$ cat src/rtl/jtframe_joy_serial.sv
// Serial joystick/keypad reader for a chain of parallel-load shift registers (74HC165-style).
// Optional per-bit two-frame debounce when JTFRAME_JOY_DEBOUNCE_EN is defined.
module jtframe_joy_serial #(
   parameter int unsigned PLAYERS    = 2,
   parameter int unsigned BUTTONS    = 12,
   parameter int unsigned CLKDIV     = 4,
   parameter int unsigned GAP        = 8,
   parameter bit          ACTIVE_LOW = 1'b1
) (
   input  logic                         clk_sys,
   input  logic                         rst,
   input  logic                         en,
   input  logic                         JOY_DATA,
   output logic                         JOY_CLK,
   output logic                         JOY_LOAD,
   output logic [PLAYERS*BUTTONS-1:0]   joy_bits,
   output logic                         joy_valid,
   output logic                         frame_done
);

   localparam int unsigned TOTAL = PLAYERS * BUTTONS;
   localparam int unsigned CW    = $clog2(TOTAL) + 1;
   localparam int unsigned DW    = (CLKDIV > 1) ? $clog2(CLKDIV) : 1;
   localparam int unsigned GW    = (GAP > 1) ? $clog2(GAP) : 1;
   localparam logic [TOTAL-1:0] INV_MASK = ACTIVE_LOW ? {TOTAL{1'b1}} : {TOTAL{1'b0}};

   typedef enum logic [2:0] {
      ST_IDLE, ST_LOAD, ST_SHIFT_LO, ST_SHIFT_HI, ST_DONE
   } state_e;

   state_e             state_q, state_d;
   logic [DW-1:0]      div_q, div_d;
   logic [GW-1:0]      gap_q, gap_d;
   logic               gap_exp_q, gap_exp_d;
   logic [CW-1:0]      cnt_q, cnt_d;
   logic [TOTAL-1:0]   shift_q, shift_d;
   logic [TOTAL-1:0]   bits_q, bits_d;
   logic               clk_q, clk_d;
   logic               load_q, load_d;
   logic               valid_q, valid_d;
   logic               done_q, done_d;
   logic               tick, expired, last_bit;
   logic [TOTAL-1:0]   raw;
`ifdef JTFRAME_JOY_DEBOUNCE_EN
   logic [TOTAL-1:0]   prev_q, prev_d;
   logic               primed_q, primed_d;
   logic [TOTAL-1:0]   same;
`endif

   assign tick     = (div_q == DW'(CLKDIV - 1));
   assign expired  = gap_exp_q || (gap_q == '0);
   assign last_bit = (cnt_q == CW'(TOTAL - 1));
   assign raw      = shift_q ^ INV_MASK;

   // State register
   always_ff @(posedge clk_sys) begin
      if (rst) state_q <= ST_IDLE;
      else     state_q <= state_d;
   end

   // Next-state logic
   always_comb begin
      state_d = state_q;
      case (state_q)
         ST_IDLE:     if (tick && en && expired) state_d = ST_LOAD;
         ST_LOAD:     if (tick) state_d = ST_SHIFT_LO;
         ST_SHIFT_LO: if (tick) state_d = ST_SHIFT_HI;
         ST_SHIFT_HI: if (tick) state_d = last_bit ? ST_DONE : ST_SHIFT_LO;
         ST_DONE:     state_d = ST_IDLE;
         default:     state_d = ST_IDLE;
      endcase
   end

   // Output and datapath next values; pins follow the next state so they stay registered
   always_comb begin
      clk_d     = (state_d == ST_SHIFT_HI);
      load_d    = (state_d != ST_LOAD);
      div_d     = tick ? '0 : div_q + DW'(1);
      gap_d     = gap_q;
      gap_exp_d = gap_exp_q;
      cnt_d     = cnt_q;
      shift_d   = shift_q;
      bits_d    = bits_q;
      valid_d   = valid_q;
      done_d    = 1'b0;
`ifdef JTFRAME_JOY_DEBOUNCE_EN
      prev_d    = prev_q;
      primed_d  = primed_q;
      same      = ~(raw ^ prev_q);
`endif
      case (state_q)
         ST_IDLE: begin
            if (!en)                     gap_exp_d = 1'b1;
            else if (tick && !expired)   gap_d     = gap_q - GW'(1);
         end
         ST_LOAD:     if (tick) cnt_d = '0;
         ST_SHIFT_LO: if (tick) shift_d = {shift_q[TOTAL-2:0], JOY_DATA};
         ST_SHIFT_HI: if (tick && !last_bit) cnt_d = cnt_q + CW'(1);
         ST_DONE: begin
            // Divider restarts so the gap is a whole number of ticks after DONE
            div_d     = '0;
            gap_d     = GW'(GAP - 1);
            gap_exp_d = 1'b0;
            done_d    = 1'b1;
`ifdef JTFRAME_JOY_DEBOUNCE_EN
            if (primed_q) begin
               bits_d  = (raw & same) | (bits_q & ~same);
               valid_d = 1'b1;
            end
            prev_d   = raw;
            primed_d = 1'b1;
`else
            bits_d  = raw;
            valid_d = 1'b1;
`endif
         end
         default: ;
      endcase
   end

   // Datapath and output registers
   always_ff @(posedge clk_sys) begin
      if (rst) begin
         div_q     <= '0;
         gap_q     <= GW'(GAP - 1);
         gap_exp_q <= 1'b1;
         cnt_q     <= '0;
         shift_q   <= '0;
         bits_q    <= '0;
         clk_q     <= 1'b0;
         load_q    <= 1'b1;
         valid_q   <= 1'b0;
         done_q    <= 1'b0;
      end else begin
         div_q     <= div_d;
         gap_q     <= gap_d;
         gap_exp_q <= gap_exp_d;
         cnt_q     <= cnt_d;
         shift_q   <= shift_d;
         bits_q    <= bits_d;
         clk_q     <= clk_d;
         load_q    <= load_d;
         valid_q   <= valid_d;
         done_q    <= done_d;
      end
   end

`ifdef JTFRAME_JOY_DEBOUNCE_EN
   always_ff @(posedge clk_sys) begin
      if (rst) begin
         prev_q   <= '0;
         primed_q <= 1'b0;
      end else begin
         prev_q   <= prev_d;
         primed_q <= primed_d;
      end
   end
`endif

   assign JOY_CLK    = clk_q;
   assign JOY_LOAD   = load_q;
   assign joy_bits   = bits_q;
   assign joy_valid  = valid_q;
   assign frame_done = done_q;

endmodule

$ cat config.mk
export PLATFORM = sky130hd
export DESIGN_NAME = jtframe_joy_serial
export DESIGN_NICKNAME = d
export VERILOG_FILES = /design/src/rtl/jtframe_joy_serial.sv
export SDC_FILE = /design/constraint.sdc
export NUM_CORES = 1
export LEC_CHECK = 0
export CORE_ASPECT_RATIO = 0.75
export CORE_MARGIN = 8
export CORE_UTILIZATION = 55
export DETAILED_ROUTE_END_ITERATION = 7
export PLACE_DENSITY = 0.84
export SLEW_MARGIN = 20
export SYNTH_ARGS = -nofsm -noshare
export SYNTH_HDL_FRONTEND = slang
export SYNTH_SLANG_ARGS = --single-unit
export TNS_END_PERCENT = 30
$ cat constraint.sdc
create_clock -name clk_sys -period 1.95 [get_ports clk_sys]
set_clock_uncertainty 0.1 [all_clocks]
set_input_delay 0.39 -clock clk_sys [delete_from_list [all_inputs] [get_ports clk_sys]]
set_output_delay 0.39 -clock clk_sys [all_outputs]
set_load 0.02 [all_outputs]
==> impl_results.md <==
- CTS tree: yes
- Die X: roughly 97 um
- Via Count: approximately 2,000
- Final core utilization: 66.6%
- Critical path arrival: approximately 1300 ps
- Hold Fails Final Rpt: 0
- Port bufs: 31
- GR Util All Layers: between 10% and 20%
- Hold Crit Class: in2reg
- Most frequent cells in the layout: dfxtp_1, nand2_1, nor2_1, clkdlybuf4s50_1, a21oi_1
- Critical path class: reg2out
- Fin nets: 320
- # IOs: 32
- Post-DRT Antenna Nets: 0
- Startpoint types: flip-flop
- Register area share after synthesis: approximately half
- Root Driver: clkbuf_8
- Avg Vias per Cell: around 5.5
- Slew HR: roughly 73%
- Mapped Cells: 284
- Row Count: 22
- Pin count of the biggest net entering global routing: 52
- Yosys cell types: 34
- Sequential cell area: approximately 1300 um2
- Chip height: around 77 um
- Clock Latency Late Sink: between 300 and 400 ps
- CP Data Required Time: between 1000 and 1500 ps
- Initial antenna violation count: 0
- Die ar.: 7420 um2
- Pwr dens: approximately 800 nW/um2
- Max Root-Sink Buffers: 2
- Multi-input logic area: approximately 1200 um2
- CP max stage cell: clkdlybuf4s50_1
- First-pass GRT wire length: between 8000 and 9000 um
- # DRC: 0
- Mapped Avg Cell Area: 9.50 um2
- Layout Cells excl Fill: 375
- Status: complete, no violations
- Fmax: about 0.56 GHz
- Final period util: between 90 and 100%
- Number of global-route vias before repair: roughly 2,000
- Flops & latches, synth: 67
- Setup_tns: 0 ps
- Share of cells above drive strength 1: approximately 17%
- Detailed Routing Iterations Pass 1: 4
- Final WL: 5210 um
- Post_cts resized: 0
- Fin. max-slew vios: 0
- H-tree Lvls: 3
- YS warnings: 0
- Number of filler instances in the final layout: roughly 360
- Worst Path Buf+Inv: 1
- Cell Count Post-Placement: about 360
- Mapped Area: 2700 um2
- Post-CTS Setup Bufs: 0
- Final Setup Violations: 0
- Area growth syn-to-layout: 18.9%
- Core ar.: 4820 um2
- Max_cap viols: 0
- DR WL/cell: 13.9 um
- Share of the synthesized area in the top cell type: around half
- GPL Wtd Cong: 0.838
- Post-Synthesis Net Count: slightly below 300
- Crit path capture type: output port
- Yosys top cell by area: dfxtp_1
- Antenna Cells: 0
- Final min period: roughly 1800 ps
- Hold buffer count at cts: 0
- P_leak: between 1 and 1.5 nW
- VDD IR-drop max: approximately 0.00054 V
- Critical Path Max Stage Delay: 620 ps
- Dpl hpwl: 3320 um
- Most common cell after layout, fill and taps aside: dfxtp_1
- Area contributors post-synth: dfxtp_1, a211oi_2, nand2_1, a21oi_1, nor2_1
- Clock sink total: 67
- Initial Utilization: between 50% and 60%
- Grt total ovfl: 0
- Clock input transition at the sequential cells of the worst setup and hold paths: about 60 ps
- Number of CTS-inserted buffers: 9
- Worst-path cell chain: clkdlybuf4s50_1
- Crit Path Max Fanout: 2
- RSZ-0062 raised after global routing: no
- Detailed Route Iter0 Violations: 157
- CP top delay family: buffers and inverters
- Worst Tran Pin Value: 408 ps
-- per-layer routing --
layer  part of all wire (%)  track usage, %  wire length, um  vias to the layer above
li1                       -               -                -                     1029
met1                     47            16.5             2440                      974
met2                     46            23.2             2410                       41
met3                    5.0            6.18              262                        8
met4                    1.8            4.75               93                        0
met5                      0               0                0                        -
-- power by group --
group	internal (mW)	switching, mW	total [mW]
logic	0.0247	0.0464	0.0711
registers	1.38	0.00394	1.38
clock network	0.607	0.475	1.08
-- sequential cells by signal (all words and copies together) (netlist names) --
register    count
gap_exp_q       1
JOY_LOAD        1
frame_done      1
joy_bits       24
gap_q           3
state_q         3
joy_valid       1
cnt_q           6
shift_q        24
JOY_CLK         1
div_q           2
-- area by class of cell --
type | count | area share (%)
clock buffers | 11 | 4.41
clock inverters | 3 | 1.25
inverters | 7 | 0.819
multi-input cells | 187 | 37.4
flip-flops and latches | 67 | 41.8
well taps | 60 | 2.34
repair buffers | 40 | 12.0
-- path summary, 6_finish.rpt --
path                              startpoint           end  slack [ps]  depth (start not counted)
worst min register to register      div_q[0]      div_q[0]         340                          1
worst max-delay path            joy_bits[23]  joy_bits[23]         150                          1
worst max register to register      div_q[0]      JOY_LOAD         180                          4
worst min-delay path                     rst    shift_q[0]         240                          2
-- synth_stat cells --
cell and n:
a21oi_1 27, nor4_1 2, or3b_1 1, clkbuf_1 9, dfxtp_1 67, mux2i_1 5
or3_1 2, and3_1 2, buf_4 5, o21ai_0 5, and4bb_4 1, nand4bb_4 1
o221a_2 1, buf_2 3, a211oi_2 22, nor3_2 1, nand3b_1 5, nor4bb_1 1
nor3b_4 1, nand2_1 51, a311o_1 1, buf_6 5, and2_1 1, o211ai_1 2
nand3_1 9, inv_1 7, buf_1 1, or2_2 3, nand4bb_1 2, nor2_1 31
a211oi_1 4, ha_1 4, and4b_1 1, nor3_1 1
-- metrics by stage --
stage               power, mW  setup WS (ps)  area [um2]  hold WS, ps
detailed placement       1.48           33.0        3030          331
global placement         1.48           51.1        3030          315
CTS                      2.55            145        3210          232
finish                   2.53            150        3210          241
global route             2.63            102        3210          238
floorplan                1.46            330        2700          307
-- logic make-up after synthesis --
group	Yosys count	synth area share (%)
DFF	67	49.7
AOI/OAI and AO/OA	62	18.6
muxes	5	1.86
and+or+nand+nor	116	21.6
buffers and inverters	30	6.40
adders and majority gates	4	1.86
No activity file was read; power rests on OpenSTA's default activity.
